`src/rtl/mux_pkg.sv`:
```
// Shared definitions for the arbitrated registered multiplexer family.
package mux_pkg;

    localparam logic MODE_FIXED = 1'b0;
    localparam logic MODE_RR    = 1'b1;

    // Widest channel count the mask helper supports, and its pointer width
    localparam int unsigned MUX_MAX_N = 64;
    localparam int unsigned MUX_PTRW  = 6;

    // Cyclic priority mask: bits at or above ptr are eligible in the first search pass
    function automatic logic [MUX_MAX_N-1:0] rr_mask(input logic [MUX_PTRW-1:0] ptr);
        logic [MUX_MAX_N-1:0] mask;
        mask = '0;
        for (int unsigned i = 0; i < MUX_MAX_N; i++) begin
            mask[i] = (MUX_PTRW'(i) >= ptr);
        end
        return mask;
    endfunction

endpackage

```
`src/rtl/rr_pick.sv`:
```
// Combinational fixed-priority / round-robin picker producing a one-hot grant and its index.
module rr_pick
    import mux_pkg::*;
#(
    parameter int unsigned N    = 4,
    parameter int unsigned SELW = $clog2(N)
) (
    input  logic [N-1:0]    req,
    input  logic [SELW-1:0] ptr,
    input  logic            mode,
    output logic [N-1:0]    gnt,
    output logic [SELW-1:0] gnt_idx
);

    logic [N-1:0] mask;
    logic [N-1:0] masked;
    logic [N-1:0] pool;

    // Search requests at/after ptr first; fall back to the full set to wrap around
    always_comb begin
        mask    = '1;
        masked  = '0;
        pool    = '0;
        gnt     = '0;
        gnt_idx = '0;
        if (mode == MODE_RR) begin
            mask = N'(rr_mask(MUX_PTRW'(ptr)));
        end
        masked = req & mask;
        pool   = (|masked) ? masked : req;
        for (int i = int'(N) - 1; i >= 0; i--) begin
            if (pool[i]) begin
                gnt     = '0;
                gnt[i]  = 1'b1;
                gnt_idx = SELW'(i);
            end
        end
    end

endmodule

```
`src/rtl/mux_arb_reg.sv`:
```
// N-input registered multiplexer with internal arbitration and valid/ready handshakes.
module mux_arb_reg
    import mux_pkg::*;
#(
    parameter int unsigned WIDTH = 32,
    parameter int unsigned N     = 4,
    parameter int unsigned SELW  = $clog2(N)
) (
    input  logic               clk,
    input  logic               rst_n,
    input  logic               mode,
    input  logic [N-1:0]       in_valid,
    input  logic [N*WIDTH-1:0] in_data,
    output logic [N-1:0]       in_ready,
    output logic               out_valid,
    input  logic               out_ready,
    output logic [WIDTH-1:0]   out_data,
    output logic [SELW-1:0]    out_sel
);

    logic [SELW-1:0]  ptr;
    logic [N-1:0]     req;
    logic [N-1:0]     gnt;
    logic [SELW-1:0]  gnt_idx;
    logic             can_load;
    logic             in_xfer;
    logic [WIDTH-1:0] sel_data;

    // Requests are masked during reset so nothing is granted while held in reset
    assign req      = in_valid & {N{rst_n}};
    assign can_load = !out_valid || out_ready;
    assign in_ready = gnt & {N{can_load}};
    assign in_xfer  = can_load && (|gnt);

    rr_pick #(
        .N    (N),
        .SELW (SELW)
    ) u_pick (
        .req     (req),
        .ptr     (ptr),
        .mode    (mode),
        .gnt     (gnt),
        .gnt_idx (gnt_idx)
    );

    // One-hot data mux driven by the grant, feeding only the output register
    always_comb begin
        sel_data = '0;
        for (int i = 0; i < int'(N); i++) begin
            if (gnt[i]) begin
                sel_data = in_data[i*WIDTH +: WIDTH];
            end
        end
    end

    // Output register: load on input transfer, drain on output transfer
    always_ff @(posedge clk or negedge rst_n) begin
        if (!rst_n) begin
            out_valid <= 1'b0;
            out_data  <= '0;
            out_sel   <= '0;
        end else if (in_xfer) begin
            out_valid <= 1'b1;
            out_data  <= sel_data;
            out_sel   <= gnt_idx;
        end else if (out_valid && out_ready) begin
            out_valid <= 1'b0;
        end
    end

    // Round-robin pointer advances past the winner, wrapping at N-1
    always_ff @(posedge clk or negedge rst_n) begin
        if (!rst_n) begin
            ptr <= '0;
        end else if (in_xfer && (mode == MODE_RR)) begin
            ptr <= (gnt_idx == SELW'(N - 1)) ? '0 : gnt_idx + SELW'(1);
        end
    end

endmodule

```
`config.mk`:
```
export PLATFORM = sky130hd
export DESIGN_NAME = mux_arb_reg
export DESIGN_NICKNAME = d
export VERILOG_FILES = /design/src/rtl/mux_pkg.sv /design/src/rtl/rr_pick.sv /design/src/rtl/mux_arb_reg.sv
export SDC_FILE = /design/constraint.sdc
export NUM_CORES = 1
export LEC_CHECK = 0
export ABC_AREA = 1
export CAP_MARGIN = 5
export CORE_MARGIN = 1.5
export CORE_UTILIZATION = 37
export CTS_CLUSTER_SIZE = 10
export DETAILED_ROUTE_END_ITERATION = 12
export PLACE_DENSITY_LB_ADDON = 0.12
export SYNTH_ARGS = -nofsm -noshare
export SYNTH_HDL_FRONTEND = slang
export SYNTH_SLANG_ARGS = --single-unit
```
`constraint.sdc`:
```
create_clock -name clk -period 1.94 [get_ports clk]
set_input_delay 0.291 -clock clk [delete_from_list [all_inputs] [get_ports clk]]
set_output_delay 0.291 -clock clk [all_outputs]
set_load 0.02 [all_outputs]
```
[Word-level counts from Yosys, hierarchy flattened]
Cells that the tools add are included.
Cells by class
  muxes and demuxes: 17
  reductions and logical operators: 8
  order comparisons: 3
  bitwise gates (word level): 3
  add/subtract/negate cells: 1
  equal/unequal tests: 1
Operator list (count)
  2-to-1 mux 32 bit: 4
  2-to-1 mux 4 bit: 5
  bitwise AND 4 bit: 3
  2-to-1 mux 2 bit: 5
  OR reduction 4 bit: 2
  >= comparator 1 x 2 -> 1 bit (first input constant): 2
  logical AND 1 bit: 3
  2-to-1 mux 3 bit: 1
  adder 2 x 1 -> 2 bit (second input constant): 1
  equality test 2 bit (second input constant): 1
  >= comparator 2 bit (first input constant): 1
  2-to-1 mux 1 bit: 2
  nonzero test 2 bit: 1
  logical NOT 1 bit: 1
  logical OR 1 bit: 1
Storage, ports and cells
  bits of input ports: 136
  word-level logic and storage cells: 37
  output and inout bits: 39
  flip-flop bits (word level): 37

[Depth between registers and ports, before layout]
Gate-level depths: netlist of run 1.
  depth in word-level cells: 13
  depth in mapped cells: 15
  gate-level depth less buffers: 14

[Hierarchy]
Synthesis of run 1 repeated with hierarchy kept, for this count alone.
Unflattened totals
  cell total of the unflattened synthesis: 490
  area, all modules: 2870.3 sq um
Modules (own cells, without submodules)
  mux_arb_reg: area an instance 2720.1 sq um, times used 1, cells an instance 460
  rr_pick: area an instance 150.1 sq um, times used 1, cells an instance 30

[Worst setup path before layout of run 1]
OpenSTA, ideal clock, no wires.
  path type: input-to-output
  from: input in_valid[0]
  to: output in_ready[2]
  arrival: 1.720 ns
  setup slack: -0.071 ns
  buffers on the path: 1
  cell stages on the path: 7
  required time: 1.649 ns
  cells stage by stage: nand2_1 -> clkinv_1 -> nand3_2 -> nand4_1 -> nand2_1 -> clkbuf_1 -> nor3b_1
Between the ends
  cells in the longest elaborated chain, start to end: 8
RTL lines
  start: declaration: RTL line mux_arb_reg.sv:12  | input logic [N-1:0] in_valid,
  bitwise AND 4 bit *: RTL line mux_arb_reg.sv:30  | assign req = in_valid & {N{rst_n}};
  bitwise AND 4 bit: RTL line rr_pick.sv:29  | masked = req & mask;
  OR reduction 4 bit: RTL line rr_pick.sv:30  | pool = (|masked) ? masked : req;
  2-to-1 mux 4 bit *: RTL line rr_pick.sv:30
  2-to-1 mux 4 bit (2 in a row): RTL line rr_pick.sv:32  | if (pool[i]) begin
  2-to-1 mux 4 bit *: RTL line rr_pick.sv:32
  bitwise AND 4 bit *: RTL line mux_arb_reg.sv:32  | assign in_ready = gnt & {N{can_load}};
  end: declaration: RTL line mux_arb_reg.sv:14  | output logic [N-1:0] in_ready,
Every way passes the cells marked *; elsewhere a longest branch is shown, timed or not.

[Worst setup path after layout of run 1]
  from: register ptr[1]
  to: register out_data[7]
Between the ends
  cells in the longest elaborated chain, start to end: 12
  elaborated cells between the ends (all ways): 17
RTL lines
  start: declaration: RTL line mux_arb_reg.sv:21  | logic [SELW-1:0] ptr;
  start signal: assignment: RTL line mux_arb_reg.sv:76  | ptr <= (gnt_idx == SELW'(N - 1)) ? '0 : gnt_idx + SELW'(1);
  >= comparator 1 x 2 -> 1 bit or >= comparator 2 bit (tied branches): RTL line mux_pkg.sv:16  | mask[i] = (MUX_PTRW'(i) >= ptr);
  2-to-1 mux 3 bit *: RTL line rr_pick.sv:26  | if (mode == MODE_RR) begin
  bitwise AND 4 bit *: RTL line rr_pick.sv:29
  OR reduction 4 bit: RTL line rr_pick.sv:30
  2-to-1 mux 4 bit *: RTL line rr_pick.sv:30
  2-to-1 mux 4 bit (2 in a row): RTL line rr_pick.sv:32
  2-to-1 mux 4 bit *: RTL line rr_pick.sv:32
  2-to-1 mux 32 bit (4 in a row): RTL line mux_arb_reg.sv:50  | if (gnt[i]) begin
  end signal: assignment: RTL line mux_arb_reg.sv:64  | out_data <= sel_data;
  end: declaration: RTL line mux_arb_reg.sv:17  | output logic [WIDTH-1:0] out_data,
Marks and branches as above.
A chain may end at the register's enable or synchronous reset.

==> results.py, run 1 <==
metrics = {
    "clock_network": {
        "cts_buffers": 5,
        "cts.reportedPaths.clkPinSlew_ns": 0.07,
        "cts_root_buffer": "clkbuf_8",
        "htreeDepth": 2,
        "postCtsHoldBufs": 0,
        "clock_path_buffers": 2,
        "clkLatencyLatePin_ns": 0.27,
        "cts_tree": "done",
        "cts.sinks": 37,
    },
    "worst_setup_path": {
        "cp.arrival_ns": 2.17,
        "critical_path_required_ns": 2.14,
        "path_class": "reg2reg",
        "worst_setup_path_start_kind": "register",
        "cp_max_fo": 6,
        "cp-end-kind": "register",
    },
    "timing": {
        "final_critical_path_setup_slack_ns": -0.0243,
        "fmax_mhz": 509,
        "setup_violations": 12,
        "fin_crit_sh": 1.01,
        "slew_violations": 0,
        "finalClockSkew_ns": 0.00212,
        "worstMarginPinSlew_ns": 0.496,
        "fin_crit_ns": 1.96,
        "hold_viol": 0,
        "rsz0062_at_grt": "true",
        "slew_headroom": 0.669,
    },
    "final_layout": {
        "areaGrowthSynthToFinish_pct": 89.6,
        "final_nets": 753,
        "drive_gt1_frac": 0.199,
        "stdcell_count": 717,
        "antenna_cells": 0,
    },
    "yosys": {
        "syn_area_mm2": 0.00278,
        "yosysWarningCount": 0,
        "synth_edf_count": 0,
        "synth_top_family_by_area": "simple AND/OR/NAND/NOR gates",
        "yosys.area_share.simple": 0.558,
        "syn_inst": 425,
        "ys_seq_area_frac": 0.333,
        "ys_types": 26,
        "async_flop_share": 1.00,
        "synth-xor-area-share": 0,
        "synth_top_area_frac": 0.333,
        "synthMostInstantiatedCell": "nand3_1",
        "yosysTopAreaCell": "dfrtp_1",
        "synth_mux_area_frac": 0,
        "synth.ff_latch_count": 37,
        "synth_commonest_cells": "132 x nand3_1, 81 x nor2_1, 67 x nand2_1, 37 x dfrtp_1, 33 x nand4_1",
        "synth-compound-area-share": 0.0162,
        "syn_nets": 561,
        "synthFlopType": "dfrtp_1",
        "synthAdderAreaFrac": 0,
        "avgSynthCellArea_um2": 6.55,
        "netlist_top_cells_area": "dfrtp_1 33%, nand3_1 24%, nor2_1 11%",
    },
    "power_and_ir_drop": {
        "p_leak_nw": 2.33,
        "ir_worst_vdd_mv": 0.465,
        "power_density_mw_per_mm2": 891,
    },
    "global_route": {
        "grt.total_usage": 0.255,
        "grt_pass1_wl_um": 16900,
        "grt_overflow": 0,
        "antenna_found_initial": 0,
        "grt_pass1_vias": 3463,
        "grt_max_degree": 53,
    },
    "placed_design": {
        "dp_hpwl_um": 7630,
        "finalWeightedCongestion": 0.835,
        "dpl_worst_slack_ns": -0.609,
        "port_buffers": 174,
        "dp.cells": 694,
    },
    "die": {
        "coreArea_mm2": 0.00725,
        "initial_core_util": 0.384,
        "die_y_um": 89.7,
        "io_pins": 175,
        "die_x_um": 89.7,
        "num_rows": 31,
        "fp.dieArea_mm2": 0.00805,
    },
    "job": {
        "drv_cap": 0,
    },
    "run_status": {
        "outcome": "complete, but fails checks",
        "violations": "negative setup slack",
    },
    "detailed_routing": {
        "drt_iter0_markers": 233,
        "drtPass1Iterations": 4,
        "vias": 3781,
        "vias_per_cell": 5.27,
        "routedWlPerCell_um": 16.0,
        "ant_nets": 0,
        "drc": 0,
        "drt_wl_total_um": 11400,
    },
    "hold_path": {
        "hold_path_class": "in2async",
    },
}
stage by stage:
step                      total power (W)  hold WS [ns]  TNS, ns  cell area [um2]  utilization
after floorplan                   0.00257      -0.00459        0             2790            -
after global placement            0.00375         0.462   -14.47             4730        0.652
after detailed placement          0.00379         0.468   -17.29             4730        0.652
after CTS                         0.00430         0.170  -0.0709             4810        0.664
after global routing              0.00500         0.216    -3.46             5280        0.728
final                             0.00470         0.182   -0.148             5280        0.728
cells by family after synthesis:
logic type             after synthesis
and+or+nand+nor                    330
buffers and inverters               52
AOI/OAI and AO/OA                    6
DFF                                 37
area by class of cell:
| cell class | instances | area [um2] |
|---|---|---|
| fillers | 587 | 1970 |
| multi-input cells | 337 | 1830 |
| clock buffers | 8 | 80.1 |
| flip-flops and latches | 37 | 927 |
| repair buffers | 219 | 2240 |
| inverters | 17 | 80.1 |
| well taps | 99 | 124 |
path summary, 6_finish.rpt:
| path | startpoint | to | slack, ns | depth (start not counted) |
|---|---|---|---|---|
| min reg2reg | out_data[10] | out_data[10] | 0.50 | 2 |
| min | rst_n | ptr[0] | 0.18 | 2 |
| max reg2reg | ptr[1] | out_data[7] | -0.02 | 12 |
| max | ptr[1] | out_data[7] | -0.02 | 12 |
| min in group clk | out_data[10] | out_data[10] | 0.50 | 2 |
| max in group asynchronous | rst_n | ptr[1] | 1.40 | 2 |
where the power goes:
group          leakage, nW  switching [W]  internal [W]
Sequential           0.439       0.000202       0.00107
Combinational         1.86        0.00153       0.00140
Clock               0.0395       0.000246      0.000255
cells in the final DEF (no fill, tap or decap), drive strengths merged, types with 2 or more instances in the layout:
| cell type | synthesis | routed |
|---|---|---|
| nand2 | 77 | 78 |
| o21ai | 6 | 6 |
| nor2 | 83 | 83 |
| clkdlybuf4s50 | 0 | 166 |
| nand4 | 33 | 33 |
| inv | 14 | 15 |
| dlymetal6s2s | 0 | 2 |
| nand3 | 134 | 134 |
| clkbuf | 11 | 12 |
| dfrtp | 37 | 37 |
| clkinv | 3 | 2 |
| buf | 24 | 46 |
what timing repair did:
action	4_1_cts	5_1_grt
gates resized for setup	25	82
buffers inserted	0	8
setup endpoints to repair	40	40
gates cloned	0	7
pin swaps	0	28
layer usage:
| metal | routed length (um) | GRT usage | part of all wire |
|---|---|---|---|
| met4 | 212 | 0.0582 | 0.019 |
| met2 | 5550 | 0.438 | 0.49 |
| met3 | 854 | 0.0567 | 0.075 |
| met1 | 4820 | 0.326 | 0.42 |
| met5 | 0 | 0 | 0 |
flip-flops by register name (all words and copies together), names as in the netlist:
| signal | flops |
|---|---|
| out_sel | 2 |
| out_data | 32 |
| out_valid | 1 |
| ptr | 2 |
worst max-delay path, cell delays in order, from the launching register on:
cell	delay (ns)
dfrtp_2	0.44
nand2_4	0.10
nand2_4	0.07
buf_6	0.11
nand4_1	0.13
nand2_2	0.10
buf_12	0.14
o21ai_4	0.27
nand2_8	0.14
buf_2	0.18
nand2_1	0.05
nor2_1	0.04
nor2_1	0.10
(Power assumes the default switching activity.)
==> run 2: changes to the inputs <==
CTS_CLUSTER_SIZE = unset   (was 10)
==> results of run 2 <==
The final DEF is identical to that of run 1; final timing and power are the same.
